## config.mk

```make
export PLATFORM = sky130hd
export DESIGN_NAME = image_streamer
export DESIGN_NICKNAME = d
export VERILOG_FILES = /design/src/rtl/image_pkg.sv /design/src/rtl/pix_fifo2.sv /design/src/rtl/image_streamer.sv
export SDC_FILE = /design/constraint.sdc
export NUM_CORES = 1
export LEC_CHECK = 0
export ABC_AREA = 1
export CAP_MARGIN = 25
export CORE_MARGIN = 1.5
export CORE_UTILIZATION = 60
export DETAILED_ROUTE_END_ITERATION = 6
export DONT_BUFFER_PORTS = 1
export GPL_TIMING_DRIVEN = 0
export PLACE_DENSITY = 0.76
export RECOVER_POWER = 25
export SETUP_SLACK_MARGIN = 0.05
export SYNTH_ARGS = -nofsm -noshare
export SYNTH_HDL_FRONTEND = slang
export SYNTH_SLANG_ARGS = --single-unit
```

## constraint.sdc

```tcl
create_clock -name clk -period 4.4 [get_ports clk]
set_clock_uncertainty 0.05 [all_clocks]
set_input_delay 0.88 -clock clk [delete_from_list [all_inputs] [get_ports clk]]
set_output_delay 0.88 -clock clk [all_outputs]
set_load 0.02 [all_outputs]
```

## src/rtl/image_pkg.sv

```systemverilog
// Shared frame geometry, FIFO entry layout and streamer state encoding.
package image_pkg;

  localparam int IMG_W       = 240;
  localparam int IMG_H       = 320;
  localparam int IMG_SIZE    = IMG_W * IMG_H;
  localparam int ADDR_WIDTH  = $clog2(IMG_SIZE);
  localparam int PIX_WIDTH   = 16;

  typedef enum logic [1:0] {
    IDLE  = 2'd0,
    RUN   = 2'd1,
    DRAIN = 2'd2
  } state_t;

  // One FIFO slot: an RGB565 pixel tagged with end-of-frame.
  typedef struct packed {
    logic                 last;
    logic [PIX_WIDTH-1:0] data;
  } entry_t;

endpackage

```

## src/rtl/pix_fifo2.sv

```systemverilog
// Two-entry pixel FIFO; a write into a full FIFO is accepted when a read happens in the same cycle.
import image_pkg::*;

module pix_fifo2 (
  input  logic       clk,
  input  logic       rst_n,
  input  logic       wr_en,
  input  entry_t     wr_data,
  input  logic       rd_en,
  output entry_t     rd_data,
  output logic [1:0] occupancy
);

  entry_t     mem [2];
  logic       wr_ptr;
  logic       rd_ptr;
  logic [1:0] count;
  logic       push;
  logic       pop;

  assign pop  = rd_en && (count != 2'd0);
  assign push = wr_en && ((count != 2'd2) || pop);

  always_ff @(posedge clk or negedge rst_n) begin
    if (!rst_n) begin
      // NOTE: the storage is reset too, so the head (and thus pix_data) reads zero out of reset.
      mem[0] <= '0;
      mem[1] <= '0;
      wr_ptr <= 1'b0;
      rd_ptr <= 1'b0;
      count  <= 2'd0;
    end else begin
      if (push) begin
        mem[wr_ptr] <= wr_data;
        wr_ptr      <= ~wr_ptr;
      end
      if (pop) begin
        rd_ptr <= ~rd_ptr;
      end
      count <= count + 2'(push) - 2'(pop);
    end
  end

  assign rd_data   = mem[rd_ptr];
  assign occupancy = count;

endmodule

```

## src/rtl/image_streamer.sv

```systemverilog
// Streams one frame from an external synchronous ROM (one-cycle read latency) to a valid/ready pixel sink.
import image_pkg::*;

module image_streamer #(
  parameter int ADDR_WIDTH = image_pkg::ADDR_WIDTH,
  parameter int IMG_SIZE   = image_pkg::IMG_SIZE
) (
  input  logic                  clk,
  input  logic                  rst_n,
  input  logic                  start,
  output logic [ADDR_WIDTH-1:0] rom_addr,
  input  logic [15:0]           rom_data,
  output logic [15:0]           pix_data,
  output logic                  pix_valid,
  input  logic                  pix_ready,
  output logic                  pix_last,
  output logic                  busy,
  output logic                  done
);

  localparam logic [ADDR_WIDTH-1:0] LAST_ADDR = ADDR_WIDTH'(IMG_SIZE - 1);

  state_t     state;
  state_t     next_state;
  logic       issue;
  logic       in_flight;
  logic       in_flight_last;
  logic       at_last;
  logic       xfer;
  logic [1:0] occupancy;
  logic [2:0] pending;
  entry_t     wr_entry;
  entry_t     head;

  assign xfer    = pix_valid && pix_ready;
  assign at_last = (rom_addr == LAST_ADDR);

  // The slot freed by this cycle's transfer is counted as available, so a steady sink sees no bubbles.
  assign pending = 3'(occupancy) + 3'(in_flight) - 3'(xfer);
  assign issue   = (state == RUN) && (pending < 3'd2);

  always_ff @(posedge clk or negedge rst_n) begin
    // NOTE: every register here uses <= so all of them see the pre-edge values of each other.
    if (!rst_n) begin
      state <= IDLE;
    end else begin
      state <= next_state;
    end
  end

  always_comb begin
    // NOTE: the default is assigned first so no path leaves next_state unassigned (no latch).
    next_state = state;
    case (state)
      IDLE:    if (start)             next_state = RUN;
      RUN:     if (issue && at_last)  next_state = DRAIN;
      DRAIN:   if (xfer && pix_last)  next_state = IDLE;
      default:                        next_state = IDLE;
    endcase
  end

  // The ROM has no enable, so a delayed copy of issue marks which cycles carry requested data.
  always_ff @(posedge clk or negedge rst_n) begin
    if (!rst_n) begin
      rom_addr       <= '0;
      in_flight      <= 1'b0;
      in_flight_last <= 1'b0;
      done           <= 1'b0;
    end else begin
      in_flight      <= issue;
      in_flight_last <= issue && at_last;
      done           <= (state == DRAIN) && xfer && pix_last;
      if ((state == IDLE) && start) begin
        rom_addr <= '0;
      end else if (issue && !at_last) begin
        rom_addr <= rom_addr + ADDR_WIDTH'(1);
      end
    end
  end

  assign wr_entry = '{last: in_flight_last, data: rom_data};

  pix_fifo2 u_fifo (
    .clk       (clk),
    .rst_n     (rst_n),
    .wr_en     (in_flight),
    .wr_data   (wr_entry),
    .rd_en     (xfer),
    .rd_data   (head),
    .occupancy (occupancy)
  );

  assign pix_valid = (occupancy != 2'd0);
  assign pix_data  = head.data;
  assign pix_last  = head.last;
  assign busy      = (state != IDLE);

endmodule

```

==> results of run 1 <==
## layout make-up
class	count	area [um2]	area share [%]
flip-flops and latches	60	1501	43.72
clock buffers	12	145.1	4.226
inverters	41	153.9	4.481
plain buffers	15	103.9	3.024
multi-input cells	284	1418	41.28
clock inverters	4	25.02	0.7286
well taps	70	87.58	2.550
## critical path, cell delays in order, from the launching register on
cell,delay (ps)
dfrtp_1,320
clkbuf_1,350
clkinv_1,390
clkbuf_1,340
nand2_1,120
nand2_1,160
## metal layers
metal | GRT usage (%) | share of wire, % | vias to the layer above
li1 | - | - | 1271
met1 | 30.02 | 48 | 1171
met2 | 36.33 | 45 | 61
met3 | 6.085 | 5.0 | 11
met4 | 11.51 | 1.9 | 0
met5 | 0 | 0 | -
## registers in the layout, summed over array words and instances (netlist names)
name              count
done                  1
u_fifo.occupancy      2
u_fifo.mem           34
u_fifo.wr_ptr         1
rom_addr             17
u_fifo.rd_ptr         1
in_flight             1
in_flight_last        1
state                 2
## cells in the mapped netlist
cell	n	share of area, %
buf_1	1	0.12
buf_2	2	0.32
buf_6	6	2.1
clkbuf_1	6	0.71
clkinv_1	1	0.12
dfrtp_1	60	47
fa_1	1	0.63
ha_1	4	1.6
inv_1	40	4.7
nand2_1	145	17
nand2_2	6	1.2
nand2_4	1	0.35
nand3_1	32	5.0
nand3b_1	8	1.9
nand4_1	4	0.79
nor2_1	29	3.4
nor2_2	1	0.20
nor2_4	2	0.71
nor3_1	3	0.47
o21ai_0	16	2.5
o21ai_1	2	0.32
o21ai_2	17	4.7
o21ai_4	1	0.51
o21bai_1	1	0.24
or2_1	1	0.20
xnor2_1	2	0.55
xor2_1	8	2.2
## kinds of logic after synthesis
family	synth area share [%]
and+or+nand+nor	31.39
buffers and inverters	8.113
adders and majority gates	2.206
DFF	47.26
xor gates and xnor gates	2.757
AOI/OAI and AO/OA	8.271
## power by group
part / switching (mW) / total, mW / internal (mW)
sequential: 0.125 / 0.852 / 0.727
combinational: 0.649 / 0.962 / 0.313
clock: 0.218 / 0.436 / 0.218
total: 0.991 / 2.25 / 1.26
## worst min path at each step
stage	from	endpoint	slack (ps)	cells after the start
after detailed placement	u_fifo.mem[24]$_DFFE_PN0P_	u_fifo.mem[24]$_DFFE_PN0P_	420	2
after floorplan	u_fifo.mem[15]$_DFFE_PN0P_	u_fifo.mem[15]$_DFFE_PN0P_	400	2
after global placement	u_fifo.mem[23]$_DFFE_PN0P_	u_fifo.mem[23]$_DFFE_PN0P_	420	2
after CTS	rst_n	rom_addr[12]$_DFFE_PN0P_	170	0
final	rst_n	rom_addr[12]$_DFFE_PN0P_	190	0
after global routing	rst_n	u_fifo.mem[5]$_DFFE_PN0P_	170	0
## through the flow
stage	power (mW)	hold slack, ps	cells
2_1_floorplan	1.644	402.9	400
3_3_place_gp	1.802	415.0	470
3_5_place_dp	1.827	418.8	470
4_1_cts	2.265	167.9	486
5_1_grt	2.426	168.7	486
6_report	2.250	186.1	486
==> flow_summary.json, run 1 <==
{
  "status": "finished, final reports clean",
  "num-nets-final": 436,
  "ant_nets": 0,
  "cts_setup_buffers": 0,
  "worst_slack_ps": 1461,
  "via_count": 2514,
  "max_freq_mhz": 340.3,
  "syn_nets": 425,
  "num_rows": 26,
  "rr_worst_depth": 15,
  "post-route-period-util_pct": 66.78,
  "synthDistinctLibCells": 27,
  "syn_to_final_growth_pct": 8.113,
  "powerDensity_nw_per_um2": 655.0,
  "layout_commonest_cell": "nand2_1",
  "gp_congestion": 0.8752,
  "clock-root-buffer": "clkbuf_8",
  "p_leak_nw": 1.743,
  "drt_wl_total_um": 6405,
  "r2r-start": "u_fifo.occupancy[1]$_DFF_PN0_",
  "fillerInstances": 443,
  "final_util_pct": 67.25,
  "cts.clk_slew.worst_paths_ps": 70,
  "routed_via_density": 5.173,
  "synthCells": 400,
  "cts_buffer_depth": 2,
  "cts_resized": 0,
  "ys_seq_area_share_pct": 47.26,
  "wl_per_cell_um": 13.18,
  "dpl_cell_area_um2": 3264,
  "crit_end": "pix_data[15]",
  "critPathArrivalTime_ps": 2010,
  "port_buffers": 0,
  "fin_crit_ps": 2939,
  "overflow": 0,
  "hold_path_class": "in -> async",
  "final_cell_mix": "nand2_1 (145), dfrtp_1 (60), inv_1 (40)",
  "drt_iter0_drc": 116,
  "tightestPinTransition_ps": 497.4,
  "synthesis.area_um2": 3177,
  "clock_latency_ps": 330,
  "clock-sinks": 60,
  "maxCapViolCount": 0,
  "die_area_um2": 5740,
  "critPathLaunch": "u_fifo.rd_ptr$_DFFE_PN0P_",
  "cts_htree_levels": 3,
  "pre_cts_ws_ps": 1490,
  "crit_type": "reg -> out",
  "numCtsBuffers": 9,
  "drt_pre_antenna_iters": 4,
  "ios": 57,
  "finalHoldViolCount": 0,
  "rsz0062_at_grt": "false",
  "required_ps": 3470,
  "ys_ff_latch": 60,
  "grt_max_degree": 61,
  "ir_drop_v": 0.0003512,
  "antenna_found_initial": 0,
  "dp_hpwl_um": 4335,
  "start_kind": "register",
  "grt_pass1_vias": 2169,
  "die_h_um": 75.77,
  "cts_hold_buf": 0,
  "endpoint_kind": "output port",
  "postSynthAreaPerCell_um2": 7.942,
  "drive_above_1_share_pct": 12.02,
  "chipWidth_um": 75.77,
  "fin_area_um2": 3435,
  "cts_tree": "built",
  "grt_usage_pct": 23.27,
  "finalSetupViolations": 0,
  "crit_fanout": 10,
  "grt_pass1_wl_um": 9942,
  "drc_errors": 0,
  "diodes": 0,
  "slew_headroom_pct": 66.84,
  "core_region_area_um2": 5107,
  "report.final.slew_viol_count": 0,
  "rr_endpoint": "rom_addr[15]$_DFFE_PN0P_",
  "final.setup.tns_ps": 0,
  "start_util_pct": 62.20,
  "yosysWarnings": 0,
  "r2r_setup_slack_ps": 1660
}
No activity file was read; power rests on OpenSTA's default activity.
==> run 2: changes to the inputs <==
==> constraint.sdc (replaced) <==
create_clock -name clk -period 2.73 [get_ports clk]
set_clock_uncertainty 0.05 [all_clocks]
set_input_delay 0.546 -clock clk [delete_from_list [all_inputs] [get_ports clk]]
set_output_delay 0.546 -clock clk [all_outputs]
set_load 0.02 [all_outputs]
==> run 2 against run 1 <==
Net effect: clock power rose by 61%; cell count rose by 0.82%; first-iteration DRC count fell by 6.0%; register-to-register slack got worse by 1400 ps; routed wire length rose by 0.28%; power rose by 65%; sequential share of layout area fell by 0.48 points; count of clock-buffer cells in the layout did not move; core utilization rose by 0.81 points; via count rose by 0.76%; non-clock buffer count rose by 4; sequential power rose by 63%; critical path type is now reg -> reg; largest cell class unchanged; largest power group unchanged.
==> flow_summary.json, run 2 (synthesis gave the netlist of run 1 again) <==
{
  "status": "finished, final reports clean",
  "final_cell_mix": "nand2_1 (145), dfrtp_1 (59), inv_1 (39)",
  "crit_type": "reg -> reg",
  "overflow": 0,
  "cp_slowest_cell": "dfrtp_2",
  "crit_fanout": 10,
  "port_buffers": 0,
  "ios": 57,
  "reg_top3": "u_fifo.mem: 34 flops, rom_addr: 17 flops",
  "critPathArrivalTime_ps": 2730,
  "tightestPinTransition_ps": 1437,
  "dpl_cell_area_um2": 3264,
  "core_region_area_um2": 5107,
  "p_sw_share_pct": 43.98,
  "final.setup.tns_ps": 0,
  "rsz0062_at_grt": "false",
  "path_cells": "inv_1 -> nand2_4 -> nand2_4 -> inv_1 -> ha_1 -> inv_1 -> nand2_1 -> fa_1 -> xor2_1 -> nor2_4 -> inv_1 -> nor2_4 -> buf_6 -> nand3_1 -> nand2_1",
  "num_rows": 26,
  "clock-sinks": 60,
  "num-nets-final": 440,
  "drt_pre_antenna_iters": 4,
  "numCtsBuffers": 9,
  "grt_usage_pct": 23.61,
  "clock-root-buffer": "clkbuf_8",
  "drt_wl_total_um": 6423,
  "cpPeakStageDelay_ps": 420,
  "internal-power_mw": 2.082,
  "hold_ws_ps": 311.2,
  "via_count": 2533,
  "clkPwrFrac_pct": 18.8,
  "power.net_switching_mw": 1.635,
  "wl_per_cell_um": 13.11,
  "cts.clk_slew.worst_paths_ps": 70,
  "diodes": 0,
  "ir_drop_v": 0.0005628,
  "worst_slack_ps": 224.7,
  "die_area_um2": 5740,
  "fin_crit_ps": 2505,
  "clock_latency_ps": 330,
  "start_kind": "register",
  "post-route-period-util_pct": 91.77,
  "routed_via_density": 5.169,
  "endpoint_kind": "register",
  "drc_errors": 0,
  "hold_path_class": "in -> reg",
  "crit_buf_inv": 5,
  "pre_cts_ws_ps": -4.008,
  "comb_power_share_pct": 43.8,
  "syn_to_final_growth_pct": 9.413,
  "grt_pass1_wl_um": 10080,
  "finalHoldViolCount": 0,
  "largest_reg_flops": 34,
  "finalSetupViolations": 0,
  "drive_above_1_share_pct": 13.81,
  "report.final.slew_viol_count": 0,
  "layout_commonest_cell": "nand2_1",
  "ant_nets": 0,
  "cts_buffer_depth": 2,
  "grt_max_degree": 61,
  "largest-register": "u_fifo.mem",
  "cts_htree_levels": 3,
  "die_h_um": 75.77,
  "dp.cells": 470,
  "max_freq_mhz": 399.1,
  "chipWidth_um": 75.77,
  "layout.cells.non_filler": 490,
  "p_leak_nw": 1.768,
  "cp_top_family": "simple AND/OR/NAND/NOR gates",
  "slew_headroom_pct": 4.225,
  "required_ps": 2950,
  "power_frac_seq_pct": 37.4,
  "powerDensity_nw_per_um2": 1069,
  "start_util_pct": 62.20,
  "fillerInstances": 437,
  "gp_congestion": 0.8752,
  "dp_hpwl_um": 4335,
  "maxCapViolCount": 0,
  "crit_top_cell": "inv_1",
  "drt_iter0_drc": 109,
  "grt_pass1_vias": 2200,
  "fin_area_um2": 3476,
  "cts_tree": "built",
  "antenna_found_initial": 0
}
-- run 2: cell types whose count changed in the layout (fill, tap and decap cells not counted), sizes merged --
cell / previous run / this run
buf: 9 / 13
clkinv: 3 / 2
clkinvlp: 2 / 3
-- run 2: routing by layer --
layer	wire length (um)	GRT usage, %	part of all wire, %
met1	3057	30.19	48
met2	2919	36.81	45
met3	327	6.481	5.1
met4	118	11.90	1.8
met5	0	0	0
-- run 2: worst paths after layout --
check / cells past startpoint / startpoint / slack (ps) / to
min in group asynchronous: 1 / rst_n / 500 / state[0]$_DFFE_PN0P_
worst min-delay path: 2 / rom_data[10] / 310 / u_fifo.mem[27]$_DFFE_PN0P_
max in group asynchronous: 1 / rst_n / 1180 / u_fifo.occupancy[1]$_DFF_PN0_
worst max register to register: 15 / u_fifo.occupancy[1]$_DFF_PN0_ / 220 / rom_addr[15]$_DFFE_PN0P_
worst max-delay path: 15 / u_fifo.occupancy[1]$_DFF_PN0_ / 220 / rom_addr[15]$_DFFE_PN0P_
worst min register to register: 2 / u_fifo.mem[11]$_DFFE_PN0P_ / 440 / u_fifo.mem[11]$_DFFE_PN0P_
-- run 2: what timing repair did --
action	in CTS	in global routing
gates resized for setup	0	4
hold endpoints to repair	60	0
hold buffers	1	0
setup buffers	2	2
pin swaps	1	1
setup endpoints to repair	10	26
-- run 2: area by class of cell --
| cell class | count | area, um2 | share of cell area, % |
|---|---|---|---|
| multi-input combinational | 284 | 1423 | 40.93 |
| clock buffer | 12 | 145.1 | 4.176 |
| tap | 70 | 87.58 | 2.520 |
| inverter | 41 | 157.7 | 4.536 |
| sequential | 60 | 1503 | 43.23 |
| buffer | 14 | 100.1 | 2.880 |
| clock inverter | 4 | 25.02 | 0.7199 |
| timing repair buffer | 5 | 35.03 | 1.008 |
-- run 2: per-stage QoR --
stage / util [%] / total power, mW
5_1_grt: 68.05 / 4.015
4_1_cts: 68.08 / 3.714
3_3_place_gp: 63.91 / 2.905
3_5_place_dp: 63.91 / 2.945
6_report: 68.05 / 3.717
2_1_floorplan: - / 2.650
-- run 2: power groups by stage --
stage	Sequential (mW)	Combinational, mW	Clock [mW]
6_report	1.39	1.63	0.700
5_1_grt	1.43	1.84	0.752
3_5_place_dp	1.38	1.56	0
4_1_cts	1.37	1.63	0.716
3_3_place_gp	1.38	1.53	0
2_1_floorplan	1.35	1.30	0
